**src/rtl/ro_sum_counter.sv**
```systemverilog
// ro_sum_counter: ring-oscillator edge counter, N_AVG gate windows of WINDOW cycles summed into a 24-bit result
module ro_sum_counter #(
  parameter int WINDOW = 50000,
  parameter int N_AVG = 4
) (
  input  logic        clk,
  input  logic        reset_n,
  input  logic        sum_en,
  input  logic        ro_in,
  input  logic [1:0]  send_sel,
  output logic        sum_ready,
  output logic [23:0] sum,
  output logic [7:0]  tx_byte
);
  typedef enum logic [2:0] {IDLE, CLEAR, GATE, ACCUM, DONE} state_t;
  localparam logic [15:0] TIMER_LAST = 16'(WINDOW - 1);
  localparam logic [7:0] WIN_LAST = 8'(N_AVG - 1);
  state_t state, next;
  logic [2:0] sync;
  logic pulse;
  logic [15:0] edge_cnt, timer;
  logic [7:0] win_cnt;
  logic [23:0] acc, acc_sum;
  // sync[1] is the synchronized level, sync[2] its one-cycle-old copy
  assign pulse = sync[1] & ~sync[2];
  assign acc_sum = acc + {8'd0, edge_cnt};
  assign tx_byte = send_sel == 2'd0 ? sum[23:16] :
                   send_sel == 2'd1 ? sum[15:8] :
                   send_sel == 2'd2 ? sum[7:0] : 8'h00;
  always_comb begin
    next = state;
    case (state)
      IDLE:    next = sum_en ? CLEAR : IDLE;
      CLEAR:   next = sum_en ? GATE : IDLE;
      GATE:    next = !sum_en ? IDLE : (timer == TIMER_LAST ? ACCUM : GATE);
      ACCUM:   next = !sum_en ? IDLE : (win_cnt == WIN_LAST ? DONE : GATE);
      DONE:    next = sum_en ? DONE : IDLE;
      default: next = IDLE;
    endcase
  end
  always_ff @(posedge clk) begin
    if (!reset_n) begin
      state <= IDLE;
      sum_ready <= 1'b0;
      sum <= '0;
      sync <= '0;
      edge_cnt <= '0;
      timer <= '0;
      win_cnt <= '0;
      acc <= '0;
    end else begin
      state <= next;
      sum_ready <= next == DONE;
      sync <= {sync[1:0], ro_in};
      if (state == CLEAR) begin
        acc <= '0;
        edge_cnt <= '0;
        win_cnt <= '0;
        timer <= '0;
      end
      if (state == GATE) begin
        timer <= timer + 16'd1;
        if (pulse) edge_cnt <= edge_cnt + 16'd1;
      end
      if (state == ACCUM) begin
        acc <= acc_sum;
        edge_cnt <= '0;
        timer <= '0;
        win_cnt <= win_cnt + 8'd1;
      end
      // an abort in ACCUM leaves sum untouched
      if (state == ACCUM && next == DONE) sum <= acc_sum;
    end
  end
endmodule
```
**config.mk**
```make
export PLATFORM = sky130hd
export DESIGN_NAME = ro_sum_counter
export DESIGN_NICKNAME = d
export VERILOG_FILES = /design/src/rtl/ro_sum_counter.sv
export SDC_FILE = /design/constraint.sdc
export NUM_CORES = 1
export LEC_CHECK = 0
export CORE_AREA = 2 2 111 113
export CTS_CLUSTER_DIAMETER = 60
export CTS_CLUSTER_SIZE = 12
export DETAILED_ROUTE_END_ITERATION = 8
export DIE_AREA = 0 0 113 115
export GPL_TIMING_DRIVEN = 0
export HOLD_SLACK_MARGIN = 0.02
export MAX_ROUTING_LAYER = met4
export PLACE_DENSITY_LB_ADDON = 0.12
export REMOVE_ABC_BUFFERS = 1
export SLEW_MARGIN = 10
export SYNTH_ARGS = -nofsm -noshare
export SYNTH_HDL_FRONTEND = slang
export SYNTH_SLANG_ARGS = --single-unit
```
**constraint.sdc**
```tcl
create_clock -name clk -period 2.88 [get_ports clk]
set_input_delay 0.432 -clock clk [delete_from_list [all_inputs] [get_ports clk]]
set_output_delay 0.432 -clock clk [all_outputs]
set_load 0.05 [all_outputs]
```
==> out/qor.csv <==
metric,value,unit
CTS buffer count,9,
# DRC,2,
Final Net Count,696,
R2R Setup Slk,0.24,ns
Tightest Pin Transition,1.07,ns
vias in the first global route,4572,
"top cells by area, synth","dfxtp_1, nand2_1, a21oi_1",
starting DRC count in detailed routing,316,
RSZ-0062 raised after global routing,no,
Post-Syn Area,5190,um^2
Synth top cells by count,"dfxtp_1, nand2_1, nor2_1",
Congestion Overflow GR,0,
clk sinks,95,
Initial Util,44.0,%
Rel. slew slack,28.9,%
post-DP HPWL,9650,um
Yosys reg bits,95,
"delay-heaviest family, CP",buffers and inverters,
clk buf depth,2,
setup bufs post-CTS,0,
biggest cell delay along the critical path,0.70,ns
Placed Cells,806,
Pins Over Slew Limit,0,
critical path data required time,2.45,ns
initial antenna violation count,0,
RePlAce Congestion,0.915,
register area share after synthesis,36.6,%
hold violation total from the final report,0,
Crit-path slowest cell,clkdlybuf4s50_1,
final clock skew,0.00755,ns
failing checks,DRC,
final wirelength,13500,um
most frequent cell after synthesis,dfxtp_1,
total core area,11800,um^2
Final Non-Filler Cells,822,
Final Power,2.62,mW
final period utilization,93.4,%
IO Port Bufs,38,
library cells used by synthesis,64,
largest net degree at the start of global routing,38,
FILL cells,1167,
row count,40,
# diodes,0,
CP cell instances,clkdlybuf4s50_1 -> nor2b_2 -> nand2_1 -> o21ai_0 -> dlygate4sd2_1,
Worst setup SP type,input pin,
Tmin final,2.69,ns
Crit path arrival time,2.26,ns
DR vias,4739,
first-pass GRT wire length,22500,um
root buffer cell,clkbuf_16,
TritonRoute pass-1 iters,6,
Fin Setup TNS,0,ns
Max Clk Rate,372,MHz
Finish-stage setup viols,0,
YS warnings,0,
"EDFF count, synth",0,
Chip Height,115,um
worst hold path class,flip-flop to flip-flop,
GR Util All Layers,22.3,%
critical path class,input pin to primary output,
Worst VDD drop,0.461,mV
Layout area overhead,13.8,%
"FFs w/ async S/R, synth",0,%
Critical Path End Type,primary output,
CTS HTree Levels,3,
total die area,13000,um^2
fraction of layout cells with a size suffix above 1,5.78,%
MaxCap Viol Count,0,
PwrDens,444,nW/um^2
io pins,39,
"Max FO, Critical Path",9,
top_reg_cell synth,dfxtp_1,
status,"finished, violations left",
vias per inst,5.77,
insertion delay to the later sink of the worst-skew pair,0.35,ns
Pleak,2.10,nW
synthesized instance count,654,
"Avg Cell Area, Syn",7.94,um^2
WL/cell,16.4,um
Die X,113,um
CTS tree,yes,
CP Buf/Inv Count,2,
post-route ant nets,0,
Synth area leader,dfxtp_1,
"Clk pin slew, worst setup/hold paths",0.06,ns
Final Core Density,50.0,%
top-area cell type share of the netlist area,36.6,%
-- metrics by stage --
step | cell area (um^2) | worst slack [ns] | hold slack [ns]
after floorplan | 5030 | 0.525 | 0.412
after global placement | 5600 | -0.557 | 0.421
after detailed placement | 5610 | -0.429 | 0.431
after CTS | 5910 | 0.204 | 0.447
after global routing | 5910 | 0.0611 | 0.451
final | 5910 | 0.190 | 0.441
-- where the power goes --
group / total [mW] / switching, mW / internal (mW) / leakage (nW)
Clock: 1.21 / 0.516 / 0.697 / 0.149
Sequential: 1.32 / 0.00755 / 1.32 / 0.766
Combinational: 0.0857 / 0.0662 / 0.0195 / 1.18
-- repair_timing --
action,4_1_cts,5_1_grt
hold buffers,0,0
gates resized for setup,14,0
endpoints found under the setup margin,43,0
-- cell type report --
cell class                      count  area [um^2]  area share [%]
Clock inverter                      5         57.6           0.974
Timing Repair Buffer               39          373            6.31
Clock buffer                       11          243            4.11
Multi-Input combinational cell    507         3080            52.1
Tap cell                          147          184            3.11
Inverter                           18         67.6            1.14
Sequential cell                    95         1900            32.2
-- placed cells by master, fill, tap and decap left out, types with 5 or more instances in the layout --
cell type | netlist | layout
a211oi_1 | 11 | 11
a21oi_1 | 54 | 54
a311oi_1 | 5 | 5
a31oi_1 | 12 | 12
and2_1 | 11 | 11
and3_1 | 7 | 7
clkbuf_16 | 0 | 9
clkdlybuf4s50_1 | 0 | 29
dfxtp_1 | 95 | 94
dlygate4sd2_1 | 0 | 8
ha_1 | 19 | 19
inv_1 | 17 | 17
mux2i_1 | 9 | 9
nand2_1 | 79 | 78
nand2b_1 | 5 | 5
nand3_1 | 44 | 44
nand4_1 | 13 | 13
nor2_1 | 70 | 70
nor3_1 | 10 | 9
o211ai_1 | 6 | 6
o21a_1 | 9 | 9
o21ai_0 | 44 | 44
or3_1 | 9 | 9
or4_1 | 5 | 5
xnor2_1 | 15 | 15
xor2_1 | 7 | 7
-- cells by family (layout without fill, tap and decap cells) --
logic type / count (synthesis) / after routing / share of synthesized area (%)
XOR/XNOR: 22 / 22 / 3.71
buffers and inverters: 52 / 73 / 4.41
flip-flops: 95 / 95 / 36.6
AO/OA/AOI/OAI: 171 / 171 / 20.9
adder cells (fa/ha/maj): 20 / 20 / 4.96
AND/OR/NAND/NOR: 281 / 281 / 26.8
multiplexers: 13 / 13 / 2.60
-- path summary, 6_finish.rpt --
path,startpoint,to,cells past startpoint
setup / recovery,send_sel[0],tx_byte[2],5
hold / removal,sync[0],sync[1],1
setup reg to reg,edge_cnt[0],acc[22],9
hold reg to reg,sync[0],sync[1],1
-- per-layer routing --
metal  share of wire (%)  vias up  global-route usage, %
li1                    -     2383                      -
met1                  46     2259                   27.8
met2                  48       85                   36.7
met3                 4.4       12                   5.59
met4                 1.4        0                   4.96
met5                   0        -                      -
-- registers in the layout (all words and copies together) (netlist names) --
name	cells
acc	24
edge_cnt	16
state	3
sum	24
sum_ready	1
sync	3
timer	16
win_cnt	8
No activity file was read; power rests on OpenSTA's default activity.
